### config.mk
export PLATFORM = sky130hd
export DESIGN_NAME = button_pulse_repeat_flat
export DESIGN_NICKNAME = d
export VERILOG_FILES = /design/src/rtl/button_pulse_repeat_pkg.sv /design/src/rtl/button_pulse_repeat_if.sv /design/src/rtl/button_pulse_repeat_debounce_filter.sv /design/src/rtl/button_pulse_repeat.sv /design/src/flat_wrapper.sv
export SDC_FILE = /design/constraint.sdc
export NUM_CORES = 1
export LEC_CHECK = 0
export CAP_MARGIN = 25
export CORE_MARGIN = 1
export CORE_UTILIZATION = 50
export CTS_CLUSTER_DIAMETER = 100
export DETAILED_ROUTE_END_ITERATION = 8
export HOLD_SLACK_MARGIN = 0.12
export PLACE_DENSITY_LB_ADDON = 0.12
export REMOVE_ABC_BUFFERS = 1
export SYNTH_ARGS = -nofsm -noshare
export SYNTH_HDL_FRONTEND = slang
export SYNTH_SLANG_ARGS = --single-unit
### constraint.sdc
create_clock -name i_Clk -period 8 [get_ports i_Clk]
set_input_delay 2.4 -clock i_Clk [delete_from_list [all_inputs] [get_ports i_Clk]]
set_output_delay 2.4 -clock i_Clk [all_outputs]
set_load 0.02 [all_outputs]
### src/rtl/button_pulse_repeat_pkg.sv
`default_nettype none
// ==========================================================================
// button_pulse_repeat_pkg : shared FSM encoding and 25 MHz button timing
// Rev 1.0
// ==========================================================================
package button_pulse_repeat_pkg;

  typedef enum logic [1:0] {
    ST_IDLE   = 2'd0,
    ST_WAIT   = 2'd1,
    ST_REPEAT = 2'd2
  } state_t;

  localparam int c_CLK_HZ         = 25_000_000;
  localparam int c_DEBOUNCE_LIMIT = c_CLK_HZ / 100;  // 10 ms
  localparam int c_HOLD_LIMIT     = c_CLK_HZ / 2;    // 500 ms
  localparam int c_REPEAT_LIMIT   = c_CLK_HZ / 10;   // 100 ms

  function automatic int max3(input int a, input int b, input int c);
    int m;
    m = (a > b) ? a : b;
    return (m > c) ? m : c;
  endfunction

endpackage
`default_nettype wire

### src/rtl/button_pulse_repeat_if.sv
`default_nettype none
// ==========================================================================
// button_pulse_repeat_if : raw button in, conditioned level and strobes out
// Rev 1.0
// ==========================================================================
interface button_pulse_repeat_if;
  logic i_Switch;
  logic o_Switch;
  logic o_Press_Pulse;
  logic o_Release_Pulse;
  logic o_Repeat_Active;

  modport master (
    output i_Switch,
    input  o_Switch,
    input  o_Press_Pulse,
    input  o_Release_Pulse,
    input  o_Repeat_Active
  );

  modport slave (
    input  i_Switch,
    output o_Switch,
    output o_Press_Pulse,
    output o_Release_Pulse,
    output o_Repeat_Active
  );
endinterface
`default_nettype wire

### src/rtl/button_pulse_repeat_debounce_filter.sv
`default_nettype none
// ==========================================================================
// debounce_filter : 2-flop synchroniser plus stability counter on one button
// Rev 1.0
// ==========================================================================
module debounce_filter #(
  parameter int DEBOUNCE_LIMIT = 4,
  parameter int CNT_W          = 2
) (
  input  logic i_Clk,
  input  logic i_Rst_L,
  input  logic i_Switch,
  output logic o_Switch,
  output logic o_Rise,
  output logic o_Fall
);
  logic             r_sync1;
  logic             r_sync2;
  logic             r_state;
  logic [CNT_W-1:0] r_count;
  logic             w_diff;
  logic             w_expire;

  assign w_diff   = (r_sync2 != r_state);
  assign w_expire = w_diff && (r_count == CNT_W'(DEBOUNCE_LIMIT - 1));

  always_ff @(posedge i_Clk) begin
    if (!i_Rst_L) begin
      r_sync1 <= 1'b0;
      r_sync2 <= 1'b0;
      r_state <= 1'b0;
      r_count <= '0;
    end else begin
      r_sync1 <= i_Switch;
      r_sync2 <= r_sync1;
      if (w_expire) begin
        r_state <= ~r_state;
        r_count <= '0;
      end else if (w_diff) begin
        r_count <= r_count + 1'b1;
      end else begin
        r_count <= '0;
      end
    end
  end

  // Edge strobes announce the toggle one edge early so the FSM can register
  // its pulse in the same cycle o_Switch changes.
  assign o_Switch = r_state;
  assign o_Rise   = w_expire & ~r_state;
  assign o_Fall   = w_expire &  r_state;

endmodule
`default_nettype wire

### src/rtl/button_pulse_repeat.sv
`default_nettype none
// ==========================================================================
// button_pulse_repeat : debounced button with press, repeat and release strobes
// Rev 1.0
// ==========================================================================
module button_pulse_repeat
  import button_pulse_repeat_pkg::*;
#(
  parameter int DEBOUNCE_LIMIT = c_DEBOUNCE_LIMIT,
  parameter int HOLD_LIMIT     = c_HOLD_LIMIT,
  parameter int REPEAT_LIMIT   = c_REPEAT_LIMIT
) (
  input  logic                 i_Clk,
  input  logic                 i_Rst_L,
  button_pulse_repeat_if.slave bus
);
  localparam int c_CNT_W = $clog2(max3(DEBOUNCE_LIMIT, HOLD_LIMIT, REPEAT_LIMIT));

  logic               w_switch;
  logic               w_rise;
  logic               w_fall;
  state_t             r_state;
  logic [c_CNT_W-1:0] r_timer;
  logic               r_press;
  logic               r_release;
  logic               r_repeat;

  debounce_filter #(
    .DEBOUNCE_LIMIT (DEBOUNCE_LIMIT),
    .CNT_W          (c_CNT_W)
  ) u_filter (
    .i_Clk    (i_Clk),
    .i_Rst_L  (i_Rst_L),
    .i_Switch (bus.i_Switch),
    .o_Switch (w_switch),
    .o_Rise   (w_rise),
    .o_Fall   (w_fall)
  );

  always_ff @(posedge i_Clk) begin
    if (!i_Rst_L) begin
      r_state   <= ST_IDLE;
      r_timer   <= '0;
      r_press   <= 1'b0;
      r_release <= 1'b0;
      r_repeat  <= 1'b0;
    end else begin
      r_press   <= 1'b0;
      r_release <= 1'b0;
      case (r_state)
        ST_IDLE: begin
          if (w_rise) begin
            r_press <= 1'b1;
            r_timer <= '0;
            r_state <= ST_WAIT;
          end
        end
        ST_WAIT: begin
          // Release takes priority over a coincident hold expiry.
          if (w_fall) begin
            r_release <= 1'b1;
            r_timer   <= '0;
            r_state   <= ST_IDLE;
          end else if (r_timer == c_CNT_W'(HOLD_LIMIT - 1)) begin
            r_press  <= 1'b1;
            r_timer  <= '0;
            r_repeat <= 1'b1;
            r_state  <= ST_REPEAT;
          end else begin
            r_timer <= r_timer + 1'b1;
          end
        end
        ST_REPEAT: begin
          if (w_fall) begin
            r_release <= 1'b1;
            r_timer   <= '0;
            r_repeat  <= 1'b0;
            r_state   <= ST_IDLE;
          end else if (r_timer == c_CNT_W'(REPEAT_LIMIT - 1)) begin
            r_press <= 1'b1;
            r_timer <= '0;
          end else begin
            r_timer <= r_timer + 1'b1;
          end
        end
        default: begin
          r_timer  <= '0;
          r_repeat <= 1'b0;
          r_state  <= ST_IDLE;
        end
      endcase
    end
  end

  assign bus.o_Switch        = w_switch;
  assign bus.o_Press_Pulse   = r_press;
  assign bus.o_Release_Pulse = r_release;
  assign bus.o_Repeat_Active = r_repeat;

endmodule
`default_nettype wire

### src/flat_wrapper.sv
// flat-port wrapper written by rule: the top's interface ports become plain ports
module button_pulse_repeat_flat import button_pulse_repeat_pkg::*;
#(
  parameter int DEBOUNCE_LIMIT = c_DEBOUNCE_LIMIT,
  parameter int HOLD_LIMIT     = c_HOLD_LIMIT,
  parameter int REPEAT_LIMIT   = c_REPEAT_LIMIT
)
  (i_Clk, i_Rst_L, bus_i_Switch, bus_o_Switch, bus_o_Press_Pulse, bus_o_Release_Pulse, bus_o_Repeat_Active);
  button_pulse_repeat_if bus_i ();
  input  logic i_Clk;
  input  logic i_Rst_L;
  input wire logic [$bits(bus_i.i_Switch)-1:0] bus_i_Switch;
  output wire logic [$bits(bus_i.o_Switch)-1:0] bus_o_Switch;
  output wire logic [$bits(bus_i.o_Press_Pulse)-1:0] bus_o_Press_Pulse;
  output wire logic [$bits(bus_i.o_Release_Pulse)-1:0] bus_o_Release_Pulse;
  output wire logic [$bits(bus_i.o_Repeat_Active)-1:0] bus_o_Repeat_Active;
  assign bus_i.i_Switch = bus_i_Switch;
  assign bus_o_Switch = bus_i.o_Switch;
  assign bus_o_Press_Pulse = bus_i.o_Press_Pulse;
  assign bus_o_Release_Pulse = bus_i.o_Release_Pulse;
  assign bus_o_Repeat_Active = bus_i.o_Repeat_Active;
  button_pulse_repeat #(.DEBOUNCE_LIMIT(DEBOUNCE_LIMIT), .HOLD_LIMIT(HOLD_LIMIT), .REPEAT_LIMIT(REPEAT_LIMIT)) u_core (.i_Clk(i_Clk), .i_Rst_L(i_Rst_L), .bus(bus_i));
endmodule
After elaboration in Yosys (flattened, before gate mapping) --
Index checks and enable logic that the tools add are counted. W data, S select, Z words.
Storage, ports and cells: register bits after elaboration 56, input bits 3, word-level logic and storage cells 57
Operators by class: add/subtract/negate cells 2, equality and inequality tests 11, mux-type cells 22, bitwise operators 6, reductions and logical operators 7
Operator list (count):
- $mux W24 | 5
- $pmux W24 S3 | 1
- $add A24 B1 Y24 const B | 2
- $eq A24 B18 Y1 const B | 1
- $eq A24 B22 Y1 const B | 1
- $eq A24 B24 Y1 const B | 1
- $mux W1 | 9
- $mux W2 | 4
- $ne A2 B2 Y1 const B | 3
- $pmux W1 S3 | 2
- $pmux W2 S3 | 1
- $not A1 Y1 | 4
- $reduce_and A4 Y1 | 1
- $ne A3 B2 Y1 const B | 1
- $reduce_and A3 Y1 | 1
- $reduce_or A3 Y1 | 1
- $and A1 B1 Y1 | 2
- $eq A2 B1 Y1 const B | 1
- $eq A2 B2 Y1 const B | 1
- $logic_not A2 Y1 | 1
- $ne A2 B1 Y1 const B | 1
- $reduce_and A2 Y1 | 1
- $reduce_or A2 Y1 | 1
- $logic_and A1 B1 Y1 | 1
- $ne A1 B1 Y1 | 1

Longest topological paths before layout --
depth in word-level cells 5, mapped depth 10, gate-level depth less buffers 7

Hierarchy --
From an unflattened synthesis, not the netlist that was laid out.
Unflattened totals: cell total of the unflattened synthesis 322, area total of the unflattened synthesis 2850.2 µm²
By module, submodules not included:
- button_pulse_repeat | times used 1, cells an instance 178, area an instance 1532.7 µm², sequential area each 580.6 µm²
- debounce_filter | times used 1, cells an instance 144, area an instance 1317.5 µm², sequential area each 540.5 µm²

Worst setup path after synthesis --
OpenSTA, ideal clock, no wires.
path kind input-to-reg, from input i_Rst_L, to register u_core.u_filter.r_count[10], setup time 0.065 ns, arrival time 3.194 ns, required time 7.935 ns, path slack 4.741 ns, stages 4, cell sequence clkinv_1 a211o_1 clkbuf_1 nor2_1
Between the ends: word-level cells in the longest chain between the ends 2
RTL lines:
- start, declared | RTL line flat_wrapper.sv:11 | input logic i_Rst_L;
- $not A1 Y1 (no line)
- $reduce_or A3 Y1 (no line)
- end signal, assigned | RTL line button_pulse_repeat_debounce_filter.sv:40 | r_count <= r_count + 1'b1;
- end, declared | RTL line button_pulse_repeat_debounce_filter.sv:20 | logic [CNT_W-1:0] r_count;
Every way passes these cells. A chain may end at the register's enable or synchronous reset.

Final worst setup path --
from input i_Rst_L, to register u_core.u_filter.r_count[18]
Same word-level chain as after synthesis.

==> results_dict.tcl <==
set metrics [dict create \
    timing.rr.end "u_core.r_timer[14]" \
    p_per_area_nw_per_um2 145 \
    holdCritPathClass "flop to flop" \
    start_util 0.522 \
    synth.avg_cell_area_um2 8.02 \
    worst_pin_slew_ps 993 \
    fill_cells 547 \
    hold_buffers 0 \
    drt_pass1_iterations 4 \
    finalCritPeriodShare 0.574 \
    root_buffer "clkbuf_8" \
    setup-violations-final 0 \
    fin_crit_ps 4590 \
    num_vias 2538 \
    drtIter0Drc 150 \
    routedWlPerCell_um 14.2 \
    dp_hpwl_um 4200 \
    finalWeightedCongestion 0.765 \
    netlist.area_leader.share 0.385 \
    top_layer "met4" \
    wl_met3_um 228 \
    insertion_delay_ps 310 \
    worstSetupEndpoint "u_core.u_filter.r_count[18]" \
    port_buffers 6 \
    drive_gt1_frac 0.0499 \
    multi_input_area_um2 1670 \
    totalWireLength_um 6160 \
    ys_seq_area_frac 0.385 \
    status "finished clean" \
    synth_warnings 0 \
    cp.required_ps 8240 \
    clock_sinks 56 \
    regArea_um2 1120 \
    grt_max_degree 28 \
    wl_met1_um 2860 \
    layout-area-overhead-vs-synth_pct 6.45 \
    critPathBufInv 2 \
    grt_pass1_wl_um 10900 \
    yosysUniqueCellTypes 47 \
    hold_viol 0 \
    cap_viol_max_count 0 \
    r2r_setup_slack_ps 4840 \
    htree_levels 2 \
    fmax_mhz 218 \
    cp-startpoint "i_Rst_L" \
    end_kind "flop" \
    grt_setup_unrepaired "no" \
    core_um2 5570 \
    synth-seq-cells 56 \
    grt-ovfl-total 0 \
    io_pins 7 \
    avgViaCountPerCell 5.86 \
    cts_tree "yes" \
    synth_area_leaders "dfxtp_1, nand3_1, nor2_1" \
    antenna_found_initial 0 \
    final-instance-count-excl-fill 433 \
    maxSlewViolCount 0 \
    dieArea_um2 6130 \
    cp_top_family "buffers and inverters" \
    crit_type "primary input to flop" \
    num_antenna_cells 0 \
    syn_area_um2 2910 \
    grt_pass1_vias 2443 \
    grt_use_total 0.221 \
    post-synth-top-area-cell "dfxtp_1" \
    ant_nets 0 \
    critical_path.startpoint_type "primary input" \
    p_leak_nw 0.893 \
    met2_length_um 3000 \
    reg2reg_from "u_core.u_filter.r_count[19]" \
    die_w_um 78.3 \
    fin_worst_skew_ps 9.05 \
    placedCellCount 424 \
    finalSetupTns_ps 0 \
    relSlewSlack 0.338 \
    max_stage_delay_ps 810 \
    cp_max_fo 27 \
    cts_buffer_depth 2 \
    nNetsFinal 369 \
    drc_errors 0 \
    peakVddDrop_mv 0.0823 \
    r2r_cells 6 \
    cts_buffers 5 \
    die_y_um 78.3 \
    slowest_stage "a211o_1" \
    rows 27 \
    crit_arrival_ps 4830 \
    holdPathStages 1 \
    cts_resized 0 \
    post-cts-setup-buffer-count 0 \
    timing.critical_path.cells "clkdlybuf4s50_1, clkinv_1, a211o_1, a21oi_1" \
    cp_num_cells 4 \
    syn_inst 363 \
    clk_pin_slew_ps 100 \
]
sequential cells by signal, indices dropped and copies added (netlist names):
register / count
u_core.u_filter.r_count: 24
u_core.u_filter.r_sync2: 1
u_core.r_state: 2
u_core.bus.o_Release_Pulse: 1
u_core.r_timer: 24
u_core.u_filter.r_sync1: 1
u_core.u_filter.o_Switch: 1
u_core.bus.o_Repeat_Active: 1
u_core.bus.o_Press_Pulse: 1
power by group:
part	internal [mW]	total, mW	switching, mW
registers	0.279	0.280	0.000497
clock network	0.0625	0.161	0.0983
logic	0.00242	0.00770	0.00528
total	0.344	0.448	0.104
per-stage QoR:
step	worst slack (ps)	area, um^2	hold slack [ps]	utilization	total power [mW]
floorplan	4390	2830	412	-	0.290
global placement	3110	2990	424	0.537	0.294
detailed placement	3000	2990	437	0.537	0.294
CTS	3370	3080	458	0.553	0.453
global route	3160	3100	492	0.556	0.464
finish	3410	3100	454	0.556	0.448
synthesized netlist by cell type (all sizes together):
library cell and n:
dfxtp 56, nor2 38, nand2 37, nand3 36
a31oi 21, nand4 18, or3 18, clkbuf 16
xnor2 12, and3 10, inv 10, nor3 10
xor2 9, a21oi 7, and2 6, ha 6
nor4 5, and4 4, or4 4, or4b 4
buf 3, nor3b 3, or2 3, a211o 2
nand2b 2, nand4b 2, nor4bb 2, o211ai 2
o221a 2, o31ai 2, a21o 1, a32oi 1
clkinv 1, mux2 1, nand3b 1, nor4b 1
o2111ai 1, o211a 1, o21ai 1, o31a 1
o41ai 1, or3b 1, or4bb 1
logic make-up (layout without fill, tap and decap cells):
| logic type | Yosys count | in the layout | share of synthesized area |
|---|---|---|---|
| xor gates and xnor gates | 21 | 21 | 0.0632 |
| muxes | 1 | 1 | 0.00387 |
| buffers and inverters | 30 | 28 | 0.0426 |
| AOI/OAI and AO/OA | 43 | 43 | 0.101 |
| adders and majority gates | 6 | 6 | 0.0258 |
| DFF | 56 | 56 | 0.385 |
| and+or+nand+nor | 206 | 206 | 0.378 |
metal layers:
| metal | GRT usage | up-vias |
|---|---|---|
| met4 | 0.0685 | 0 |
| met3 | 0.0349 | 9 |
| met5 | 0 | - |
| met2 | 0.382 | 54 |
| li1 | - | 1308 |
| met1 | 0.283 | 1167 |
how the worst min path moves through the flow:
stage,from,endpoint
floorplan,u_core.u_filter.r_sync1,u_core.u_filter.r_sync2
global placement,u_core.u_filter.r_count[0],u_core.u_filter.r_count[0]
detailed placement,u_core.u_filter.r_count[0],u_core.u_filter.r_count[0]
CTS,u_core.u_filter.r_count[0],u_core.u_filter.r_count[0]
global route,u_core.u_filter.r_count[0],u_core.u_filter.r_count[0]
finish,u_core.u_filter.r_count[0],u_core.u_filter.r_count[0]
area by class of cell:
class	count	share of cell area
clock buffer	5	0.0222
clock inverter	3	0.00687
inverter	11	0.0133
multi-input combinational	277	0.538
sequential	56	0.362
tap	72	0.0291
timing repair buffer	9	0.0291
placed cells by master, fill, tap and decap left out, drive strengths merged, types with 2 or more instances in the layout:
cell and count:
nand2b 2, or3 18, buf 3, nor4 5
and4 4, a211o 2, nand2 37, a31oi 21
dfxtp 56, inv 11, o221a 2, nand4 18
clkbuf 5, and2 6, nor3b 3, nand3 36
nor2 38, nor4bb 2, or4b 4, nor3 10
nand4b 2, or2 3, ha 6, clkinv 2
and3 10, o211ai 2, xnor2 12, clkdlybuf4s50 6
or4 4, xor2 9, o31ai 2, a21oi 7
No activity file was read; power rests on OpenSTA's default activity.
